<file path="src/rtl/rs232_pixel_gatherer_if.sv">
// UART register bus and merge-engine handshake seen by the pixel gatherer.
// The master side is the gatherer. The slave side is the UART core plus the merge engine.
interface rs232_pixel_gatherer_if #(
    parameter int IMAGE_NUMBER = 4
);
    logic [4:0]                avm_address;
    logic                      avm_read;
    logic                      avm_write;
    logic [31:0]               avm_writedata;
    logic [31:0]               avm_readdata;
    logic                      avm_waitrequest;
    logic                      calc_start;
    logic [IMAGE_NUMBER*8-1:0] calc_images;
    logic                      calc_finish;
    logic [7:0]                calc_result;

    modport master (
        output avm_address, avm_read, avm_write, avm_writedata,
        input  avm_readdata, avm_waitrequest,
        output calc_start, calc_images,
        input  calc_finish, calc_result
    );

    modport slave (
        input  avm_address, avm_read, avm_write, avm_writedata,
        output avm_readdata, avm_waitrequest,
        input  calc_start, calc_images,
        output calc_finish, calc_result
    );
endinterface

</file>
<file path="src/rtl/rs232_pixel_gatherer.sv">
// Gathers IMAGE_NUMBER bytes per pixel from a polled UART.
// The bytes go to an external merge engine, and the merged byte is stored to SRAM.
// When TX_ECHO is set, each merged byte is also echoed back on UART TX.
//
// state       | meaning
// ------------+----------------------------------------------------------
// S_POLL_RX   | STATUS read in flight, waiting for RX ready (bit 7)
// S_READ_RX   | RX data read in flight, byte goes to slot byte_cnt
// S_WAIT_CALC | bus idle, calc_images held, waiting for calc_finish
// S_POLL_TX   | STATUS read in flight, waiting for TX ready (bit 6)
// S_WRITE_TX  | TX data write of the merged byte in flight
// S_NEXT      | decide between the next pixel and the end of the frame
// S_DONE      | frame complete, no bus traffic until reset
module rs232_pixel_gatherer #(
    parameter int IMAGE_NUMBER = 4,
    parameter int IMAGE_W      = 640,
    parameter int IMAGE_H      = 480,
    parameter int ADDR_W       = 20,
    parameter int TX_ECHO      = 1
) (
    input  logic                  avm_clk,
    input  logic                  avm_rst,
    rs232_pixel_gatherer_if.master bus,
    output logic [7:0]            pixel_value,
    output logic                  pixel_valid,
    output logic [ADDR_W-1:0]     addr_store,
    output logic                  store_finish
);
    localparam int NPIX  = IMAGE_W * IMAGE_H;
    localparam int PIX_W = $clog2(NPIX + 1);

    localparam logic [4:0] A_RX     = 5'd0;
    localparam logic [4:0] A_TX     = 5'd4;
    localparam logic [4:0] A_STATUS = 5'd8;

    typedef enum logic [2:0] {
        S_POLL_RX,
        S_READ_RX,
        S_WAIT_CALC,
        S_POLL_TX,
        S_WRITE_TX,
        S_NEXT,
        S_DONE
    } state_t;

    state_t                    state_q, state_d;
    logic [3:0]                byte_cnt_q, byte_cnt_d;
    logic [PIX_W-1:0]          pix_cnt_q, pix_cnt_d;
    logic                      read_q, read_d;
    logic                      write_q, write_d;
    logic [4:0]                address_q, address_d;
    logic [7:0]                tx_byte_q, tx_byte_d;
    logic                      calc_start_q, calc_start_d;
    logic [IMAGE_NUMBER*8-1:0] images_q, images_d;
    logic [7:0]                pixel_value_q, pixel_value_d;
    logic                      pixel_valid_q, pixel_valid_d;
    logic [ADDR_W-1:0]         addr_store_q, addr_store_d;
    logic                      store_finish_q, store_finish_d;

    logic xfer_done;
    logic unused_rdata;

    // A transfer completes on the first cycle its request sees waitrequest low.
    assign xfer_done    = (read_q | write_q) & ~bus.avm_waitrequest;
    assign unused_rdata = ^bus.avm_readdata[31:8];

    // Next-state logic and the next values of every registered output.
    always_comb begin
        state_d        = state_q;
        byte_cnt_d     = byte_cnt_q;
        pix_cnt_d      = pix_cnt_q;
        read_d         = read_q;
        write_d        = write_q;
        address_d      = address_q;
        tx_byte_d      = tx_byte_q;
        calc_start_d   = 1'b0;
        images_d       = images_q;
        pixel_value_d  = pixel_value_q;
        pixel_valid_d  = 1'b0;
        addr_store_d   = addr_store_q;
        store_finish_d = store_finish_q;

        case (state_q)
            S_POLL_RX: begin
                // A not-ready status keeps read high, so the poll repeats with no idle cycle.
                if (xfer_done && bus.avm_readdata[7]) begin
                    address_d = A_RX;
                    state_d   = S_READ_RX;
                end
            end
            S_READ_RX: begin
                if (xfer_done) begin
                    for (int k = 0; k < IMAGE_NUMBER; k++) begin
                        if (byte_cnt_q == 4'(k)) begin
                            images_d[8*k +: 8] = bus.avm_readdata[7:0];
                        end
                    end
                    if (byte_cnt_q < 4'(IMAGE_NUMBER - 1)) begin
                        byte_cnt_d = byte_cnt_q + 4'd1;
                        address_d  = A_STATUS;
                        state_d    = S_POLL_RX;
                    end else begin
                        byte_cnt_d   = 4'd0;
                        read_d       = 1'b0;
                        calc_start_d = 1'b1;
                        state_d      = S_WAIT_CALC;
                    end
                end
            end
            S_WAIT_CALC: begin
                if (bus.calc_finish) begin
                    pixel_value_d = bus.calc_result;
                    pixel_valid_d = 1'b1;
                    addr_store_d  = ADDR_W'(pix_cnt_q);
                    pix_cnt_d     = pix_cnt_q + 1'b1;
                    if (TX_ECHO != 0) begin
                        read_d    = 1'b1;
                        address_d = A_STATUS;
                        state_d   = S_POLL_TX;
                    end else begin
                        state_d = S_NEXT;
                    end
                end
            end
            S_POLL_TX: begin
                if (xfer_done && bus.avm_readdata[6]) begin
                    read_d    = 1'b0;
                    write_d   = 1'b1;
                    address_d = A_TX;
                    tx_byte_d = pixel_value_q;
                    state_d   = S_WRITE_TX;
                end
            end
            S_WRITE_TX: begin
                if (xfer_done) begin
                    write_d = 1'b0;
                    state_d = S_NEXT;
                end
            end
            S_NEXT: begin
                if (pix_cnt_q == PIX_W'(NPIX)) begin
                    store_finish_d = 1'b1;
                    state_d        = S_DONE;
                end else begin
                    read_d    = 1'b1;
                    address_d = A_STATUS;
                    state_d   = S_POLL_RX;
                end
            end
            S_DONE: begin
            end
            default: begin
                state_d = S_POLL_RX;
            end
        endcase
    end

    // State and output registers. The reset value starts the first STATUS poll.
    always_ff @(posedge avm_clk or negedge avm_rst) begin
        if (!avm_rst) begin
            state_q        <= S_POLL_RX;
            byte_cnt_q     <= '0;
            pix_cnt_q      <= '0;
            read_q         <= 1'b1;
            write_q        <= 1'b0;
            address_q      <= A_STATUS;
            tx_byte_q      <= '0;
            calc_start_q   <= 1'b0;
            images_q       <= '0;
            pixel_value_q  <= '0;
            pixel_valid_q  <= 1'b0;
            addr_store_q   <= '0;
            store_finish_q <= 1'b0;
        end else begin
            state_q        <= state_d;
            byte_cnt_q     <= byte_cnt_d;
            pix_cnt_q      <= pix_cnt_d;
            read_q         <= read_d;
            write_q        <= write_d;
            address_q      <= address_d;
            tx_byte_q      <= tx_byte_d;
            calc_start_q   <= calc_start_d;
            images_q       <= images_d;
            pixel_value_q  <= pixel_value_d;
            pixel_valid_q  <= pixel_valid_d;
            addr_store_q   <= addr_store_d;
            store_finish_q <= store_finish_d;
        end
    end

    assign bus.avm_address   = address_q;
    assign bus.avm_read      = read_q;
    assign bus.avm_write     = write_q;
    assign bus.avm_writedata = {24'h0, tx_byte_q};
    assign bus.calc_start    = calc_start_q;
    assign bus.calc_images   = images_q;
    assign pixel_value       = pixel_value_q;
    assign pixel_valid       = pixel_valid_q;
    assign addr_store        = addr_store_q;
    assign store_finish      = store_finish_q;
endmodule

</file>
<file path="src/flat_wrapper.sv">
// flat-port wrapper written by rule: the top's interface ports become plain ports
module rs232_pixel_gatherer_flat 
#(
    parameter int IMAGE_NUMBER = 4,
    parameter int IMAGE_W      = 640,
    parameter int IMAGE_H      = 480,
    parameter int ADDR_W       = 20,
    parameter int TX_ECHO      = 1
)
  (avm_clk, avm_rst, pixel_value, pixel_valid, addr_store, store_finish, bus_avm_address, bus_avm_read, bus_avm_write, bus_avm_writedata, bus_avm_readdata, bus_avm_waitrequest, bus_calc_start, bus_calc_images, bus_calc_finish, bus_calc_result);
  rs232_pixel_gatherer_if #(.IMAGE_NUMBER(IMAGE_NUMBER)) bus_i ();
  input  logic avm_clk;
  input  logic avm_rst;
  output logic [7:0] pixel_value;
  output logic pixel_valid;
  output logic [ADDR_W-1:0] addr_store;
  output logic store_finish;
  output wire logic [$bits(bus_i.avm_address)-1:0] bus_avm_address;
  output wire logic [$bits(bus_i.avm_read)-1:0] bus_avm_read;
  output wire logic [$bits(bus_i.avm_write)-1:0] bus_avm_write;
  output wire logic [$bits(bus_i.avm_writedata)-1:0] bus_avm_writedata;
  input wire logic [$bits(bus_i.avm_readdata)-1:0] bus_avm_readdata;
  input wire logic [$bits(bus_i.avm_waitrequest)-1:0] bus_avm_waitrequest;
  output wire logic [$bits(bus_i.calc_start)-1:0] bus_calc_start;
  output wire logic [$bits(bus_i.calc_images)-1:0] bus_calc_images;
  input wire logic [$bits(bus_i.calc_finish)-1:0] bus_calc_finish;
  input wire logic [$bits(bus_i.calc_result)-1:0] bus_calc_result;
  assign bus_avm_address = bus_i.avm_address;
  assign bus_avm_read = bus_i.avm_read;
  assign bus_avm_write = bus_i.avm_write;
  assign bus_avm_writedata = bus_i.avm_writedata;
  assign bus_i.avm_readdata = bus_avm_readdata;
  assign bus_i.avm_waitrequest = bus_avm_waitrequest;
  assign bus_calc_start = bus_i.calc_start;
  assign bus_calc_images = bus_i.calc_images;
  assign bus_i.calc_finish = bus_calc_finish;
  assign bus_i.calc_result = bus_calc_result;
  rs232_pixel_gatherer #(.IMAGE_NUMBER(IMAGE_NUMBER), .IMAGE_W(IMAGE_W), .IMAGE_H(IMAGE_H), .ADDR_W(ADDR_W), .TX_ECHO(TX_ECHO)) u_core (.avm_clk(avm_clk), .avm_rst(avm_rst), .bus(bus_i), .pixel_value(pixel_value), .pixel_valid(pixel_valid), .addr_store(addr_store), .store_finish(store_finish));
endmodule
</file>
<file path="config.mk">
export PLATFORM = sky130hd
export DESIGN_NAME = rs232_pixel_gatherer_flat
export DESIGN_NICKNAME = d
export VERILOG_FILES = /design/src/rtl/rs232_pixel_gatherer_if.sv /design/src/rtl/rs232_pixel_gatherer.sv /design/src/flat_wrapper.sv
export SDC_FILE = /design/constraint.sdc
export NUM_CORES = 1
export LEC_CHECK = 0
export BUFFER_PORTS_ARGS = -buffer_cell sky130_fd_sc_hd__buf_2
export CORE_MARGIN = 8
export CORE_UTILIZATION = 46
export CTS_CLUSTER_DIAMETER = 30
export DETAILED_ROUTE_END_ITERATION = 10
export PLACE_DENSITY_LB_ADDON = 0.12
export SYNTH_ARGS = -nofsm -noshare
export SYNTH_HDL_FRONTEND = slang
export SYNTH_SLANG_ARGS = --single-unit
</file>
<file path="constraint.sdc">
create_clock -name avm_clk -period 1.8 [get_ports avm_clk]
set_clock_uncertainty 0.15 [all_clocks]
set_input_delay 0.27 -clock avm_clk [delete_from_list [all_inputs] [get_ports avm_clk]]
set_output_delay 0.27 -clock avm_clk [all_outputs]
set_load 0.05 [all_outputs]
</file>
==> results of run 1 <==
kinds of logic (layout without fill, tap and decap cells):
logic type	count (synthesis)	after routing
xor+xnor	18	18
other cells	1	28
mux	48	48
buf+inv	52	172
fa+ha+maj	6	6
simple gates	124	125
compound gates	27	27
flops	100	100
per-stage QoR:
stage | power, mW | hold WS (ns)
floorplan | 6.95 | -0.176
global placement | 8.12 | 0.0865
detailed placement | 8.20 | 0.0955
CTS | 9.85 | 0.0168
global route | 10.6 | 0.0274
finish | 10.1 | 0.0342
power groups by stage:
stage / clock network, mW / logic [mW] / registers, mW
after floorplan: 0 / 1.55 / 5.40
after global placement: 0 / 4.74 / 3.38
after detailed placement: 0 / 4.79 / 3.41
after CTS: 1.47 / 5.00 / 3.38
after global routing: 1.57 / 5.57 / 3.50
final: 1.42 / 5.24 / 3.41
critical path, cell delays in order (launching register included):
cell     delay [ns]
dfrtp_2        0.47
buf_4          0.16
nor4_4         0.27
buf_6          0.22
nand2_8        0.10
mux2_4         0.30
area by class of cell:
cell class / instances / area, um2 / area share (%)
Clock buffer: 10 / 128 / 2.20
Sequential cell: 100 / 2510 / 43.3
Multi-Input combinational cell: 252 / 1960 / 33.7
Inverter: 11 / 50.0 / 0.861
Tap cell: 129 / 161 / 2.78
Clock inverter: 6 / 65.1 / 1.12
Timing Repair Buffer: 145 / 935 / 16.1
synth_stat cells (5+ instances only):
cell      number
buf_2          8
buf_4         28
clkbuf_1       5
dfrtp_1       98
ha_1           6
inv_1         10
mux2_2        46
nand2_1       64
nand2b_1       5
nand3_1        5
nand4_1        7
nor3_1         8
o21ai_0       13
xnor2_1        9
xor2_1         9
timing repair:
item                       CTS  global route
pin swaps                    4            15
hold buffers                 9             0
buffers inserted             1             4
resized for setup           20            35
setup endpoints to repair   47            62
hold endpoints to repair    38             0
cloned                       0             1
sequential cells by signal (all words and copies together), names as in the netlist, 2 cells and up:
| signal | flops |
|---|---|
| u_core.pixel_value | 8 |
| u_core.addr_store | 19 |
| u_core.bus.calc_images | 32 |
| u_core.state_q | 3 |
| u_core.byte_cnt_q | 4 |
| u_core.tx_byte_q | 8 |
| u_core.pix_cnt_q | 19 |
| u_core.bus.avm_address | 2 |
worst max path at each step:
| stage | endpoint | slack, ns | depth (start not counted) |
|---|---|---|---|
| after CTS | u_core.pix_cnt_q[9] | -0.005 | 5 |
| after detailed placement | u_core.tx_byte_q[4] | -0.10 | 5 |
| final | u_core.bus.calc_images[25] | 0.005 | 5 |
| after global placement | u_core.tx_byte_q[5] | -0.07 | 5 |
| after floorplan | u_core.bus.calc_images[25] | -0.19 | 4 |
| after global routing | u_core.bus.calc_images[25] | -0.05 | 5 |
metal layers:
layer  vias up  part of all wire (%)  track usage (%)
met4         0                  0.67             3.90
met2       107                    46             24.9
met1      1595                    45             20.0
met3         5                   8.6             5.81
li1       1506                     -                -
met5         -                     0                0
==> impl_metrics.yaml, run 1 <==
floorplan:
  die_w_um: 114
  num_rows: 35
  core_um2: 9280
  ios: 146
  dieArea_um2: 13000
  die_h_um: 114
  start_util_pct: 47.6
finish:
  synthToLayoutAreaGrowth_pct: 31.4
  num-fill-cells: 771
  drive_above_1_share_pct: 46.2
  final_util_pct: 62.6
  fin_nets: 569
  mostFrequentLayoutCells: "93 x dfrtp_1, 91 x buf_2, 64 x nand2_1, 45 x mux2_2, 36 x buf_4"
  layout_commonest_cell: "dfrtp_1"
  fin_area_um2: 5810
  num_antenna_cells: 0
  stdcell_count: 653
flow_run:
  drv_cap: 0
pwr:
  switching_share_pct: 47.8
  power_density_nw_per_um2: 1730
  p_clk_share_pct: 14.1
  p_seq_share_pct: 33.9
  peakVddDrop_mv: 0.999
  leakage_nw: 2.94
  pwr-share-comb_pct: 52.0
  p_switching_mw: 4.82
  intPower_mw: 5.25
sta:
  finalCritPeriodShare_pct: 99.7
  finalCriticalPeriod_ns: 1.80
  finalHoldViolCount: 0
  rsz0062_at_grt: "yes"
  fmax_mhz: 557
  slew_viol_final: 0
  final.setup.worst_slack_ns: 0.00476
  fin_tns_setup_ns: 0
  setup_violations: 0
logic_synthesis:
  synth-compound-area-share_pct: 3.99
  synth.avg_cell_area_um2: 11.8
  synthDistinctLibCells: 48
  async_flop_share_pct: 100
  ys_seq_elements: 100
  postSynthCellCount: 376
  synth_mux_area_share_pct: 12.2
  ys_seq_area_share_pct: 56.6
  synth_adder_area_share_pct: 1.70
  synth_edf_count: 0
  ys_warn_count: 0
  synth_area_um2: 4420
  synthTopCellsByArea: "dfrtp_1 55%, mux2_2 12%, nand2_1 5.4%, buf_4 4.8%, xnor2_1 1.8%"
  yosys.area.top_type_share_pct: 55.5
  synth-simple-area-share_pct: 14.8
  yosysTopAreaCell: "dfrtp_1"
  synth_top_family_by_area: "simple AND/OR/NAND/NOR gates"
  synthFlopType: "dfrtp_1"
  synth-xor-area-share_pct: 3.57
worst_setup_path:
  worst_setup_path_start_kind: "register"
  r2r-start: "u_core.state_q[2]"
  cp-end-kind: "register"
  crit_path_max_fanout: 8
  ff2ff_setup_slack_ns: 0.005
  cp_data_required_time_ns: 1.89
  regToRegEndpoint: "u_core.bus.calc_images[25]"
  arrival_ns: 1.89
  crit_type: "reg2reg"
  reg2reg_depth: 5
  crit_start: "u_core.state_q[2]"
global_routing:
  grt.total_usage_pct: 15.8
  grt_pass1_wl_mm: 16.6
  grt-ovfl-total: 0
  grt_max_degree: 39
  antenna_found_initial: 0
  grt_pass1_vias: 3405
route:
  wl_mm: 10.2
  vias: 3213
  ant_nets: 0
  wl_per_cell_um: 15.6
  drt_pre_antenna_iters: 4
  drc: 0
  via_per_inst: 4.92
  first_iter_violations: 249
clock_tree:
  cts_tree: "built"
  clock-root-buffer: "clkbuf_8"
  cts_buffers: 9
  htree_levels: 3
  cts.path.max_buffers: 2
  cts_sinks: 100
  clock_latency_ns: 0.35
  clk_pin_slew_worst_paths_ns: 0.10
min_path:
  hold_depth: 3
  holdCritPathClass: "in2reg"
  hp-start: "bus_avm_waitrequest"
  holdPathEnd: "u_core.bus.avm_write"
placed_design:
  dp_hpwl_mm: 7.21
  place_ws_ns: -0.105
  place_area_um2: 5210
  io_buffers: 93
  dp.cells: 622
  place_congestion: 0.829
run_status:
  status: "finished, final reports clean"
Note: power is estimated with default switching activity, not from simulation.
==> run 2, diff against run 1 <==
Settings changed: HOLD_SLACK_MARGIN set to 0.12.
==> run 2 against run 1 <==
Against the previous run: worst setup slack about the same; via count grew 0.84%; flip-flop and latch count stayed put; design area up 1.4%; critical path depth is the same; critical path type unchanged; clock-buffer cell count did not move; register-to-register slack barely moved; maximum frequency is essentially flat; utilization is 0.86 points higher; global-route usage is 0.17 points higher.
==> impl_metrics.yaml, run 2 (synthesized netlist as in run 1, its figures left out) <==
run_status:
  status: "finished, final reports clean"
route:
  wl_mm: 10.3
  vias: 3240
  first_iter_violations: 247
  wl_per_cell_um: 15.5
  via_per_inst: 4.90
  drc: 0
  drt_pre_antenna_iters: 6
  ant_nets: 0
pwr:
  power_density_nw_per_um2: 1710
  finalPower_mw: 10.1
  intPower_mw: 5.27
  p_switching_mw: 4.82
  peakVddDrop_mv: 0.999
  leakage_nw: 2.97
  p_seq_share_pct: 33.8
  switching_share_pct: 47.8
  pwr-share-comb_pct: 52.1
  p_clk_share_pct: 14.1
placed_design:
  dp.cells: 622
  dp_hpwl_mm: 7.21
  place_congestion: 0.829
  place_ws_ns: -0.105
  io_buffers: 93
min_path:
  holdPathEnd: "u_core.bus.calc_images[6]"
  holdCritPathClass: "in2reg"
  hp-start: "bus_avm_readdata[6]"
  hold_depth: 3
global_routing:
  use_met1_pct: 20.2
  grt-ovfl-total: 0
  grt_pass1_vias: 3440
  antenna_found_initial: 0
  use_met2_pct: 25.2
  grt_use_met3_pct: 5.76
  busiest_layer: "met2"
  grt_max_degree: 39
  grt_pass1_wl_mm: 16.8
  grt.total_usage_pct: 15.9
sta:
  finalCriticalPeriod_ns: 1.80
  finalCritPeriodShare_pct: 99.7
  final.setup.worst_slack_ns: 0.00451
  fmax_mhz: 557
  slew_viol_final: 0
  finalHoldViolCount: 0
  rsz0062_at_grt: "yes"
  setup_violations: 0
  fin_tns_setup_ns: 0
floorplan:
  die_h_um: 114
  ios: 146
  core_um2: 9280
  dieArea_um2: 13000
  num_rows: 35
  die_w_um: 114
  start_util_pct: 47.6
worst_setup_path:
  regToRegEndpoint: "u_core.bus.calc_images[25]"
  cp_data_required_time_ns: 1.89
  slowest_stage: "dfrtp_2"
  ff2ff_setup_slack_ns: 0.005
  slowest_delay_ns: 0.47
  crit_type: "reg2reg"
  r2r-start: "u_core.state_q[2]"
  crit_path_max_fanout: 8
  cp-end-kind: "register"
  reg2reg_depth: 5
  arrival_ns: 1.89
  crit_chain: "buf_4 > nor4_4 > buf_6 > nand2_8 > mux2_4"
  worst_setup_path_start_kind: "register"
finish:
  fin_nets: 577
  layout_commonest_cell: "dfrtp_1"
  final_util_pct: 63.5
  synthToLayoutAreaGrowth_pct: 33.2
  stdcell_count: 661
  drive_above_1_share_pct: 45.5
  num_antenna_cells: 0
  mostFrequentLayoutCells: "93 x dfrtp_1, 91 x buf_2, 64 x nand2_1, 45 x mux2_2, 36 x buf_4"
  largest_register_ffs: 32
clock_tree:
  cts.path.max_buffers: 2
  cts_tree: "built"
  cts_buffers: 9
  htree_levels: 3
  cts_sinks: 100
  clk_pin_slew_worst_paths_ns: 0.10
  clock-root-buffer: "clkbuf_8"
  clock_latency_ns: 0.35
flow_run:
  drv_cap: 0
[run 2: cell count changes in the layout (fill, tap and decap cells not counted)]
cell | previous run | this run
dlygate4sd3_1 | 9 | 17
[run 2: metrics by stage]
stage                     area, um2  hold slack, ns
after global routing           5890           0.182
after CTS                      5680           0.166
after global placement         5210          0.0865
after detailed placement       5210          0.0955
after floorplan                4540          -0.176
final                          5890           0.183
[run 2: power groups by stage]
stage | clock, mW | sequential, mW | combinational, mW
2_1_floorplan | 0 | 5.40 | 1.55
3_3_place_gp | 0 | 3.38 | 4.74
3_5_place_dp | 0 | 3.41 | 4.79
4_1_cts | 1.47 | 3.38 | 5.02
5_1_grt | 1.57 | 3.50 | 5.58
6_report | 1.42 | 3.41 | 5.25
[run 2: critical path, delay by kind of cell (launching register included)]
| kind | cells | cell delay [ns] |
|---|---|---|
| AND/OR/NAND/NOR | 2 | 0.37 |
| buffers and inverters | 2 | 0.38 |
| flip-flops | 1 | 0.47 |
| multiplexers | 1 | 0.30 |
[run 2: worst max path at each step]
stage               cells after the start                         end            startpoint  slack (ns)
floorplan                               4  u_core.bus.calc_images[25]   u_core.bus.avm_read       -0.19
global placement                        5         u_core.tx_byte_q[5]     u_core.state_q[1]       -0.07
detailed placement                      5         u_core.tx_byte_q[4]   u_core.bus.avm_read       -0.10
CTS                                     5         u_core.pix_cnt_q[9]     u_core.state_q[2]      -0.005
global route                            5  u_core.bus.calc_images[25]  u_core.byte_cnt_q[3]       -0.05
finish                                  5  u_core.bus.calc_images[25]     u_core.state_q[2]       0.005
[run 2: cell type report]
class | instances | area, um2
Tap cell | 129 | 161
Inverter | 11 | 50.0
Timing Repair Buffer | 153 | 1010
Clock inverter | 6 | 65.1
Fill cell | 763 | 3390
Multi-Input combinational cell | 252 | 1960
Sequential cell | 100 | 2510
Clock buffer | 10 | 128
[run 2: repair_timing]
action                                  CTS  global route
endpoints found under the hold margin   135             0
pin swaps                                 4            15
setup buffers                             1             4
cloned                                    0             1
endpoints found under the setup margin   47            62
hold buffers                             17             0
resized for setup                        20            35
[run 2: routing by layer]
| metal | vias up | wire length [um] |
|---|---|---|
| li1 | 1522 | - |
| met1 | 1608 | 4600 |
| met2 | 105 | 4750 |
| met3 | 5 | 854 |
| met4 | 0 | 69 |
| met5 | - | 0 |
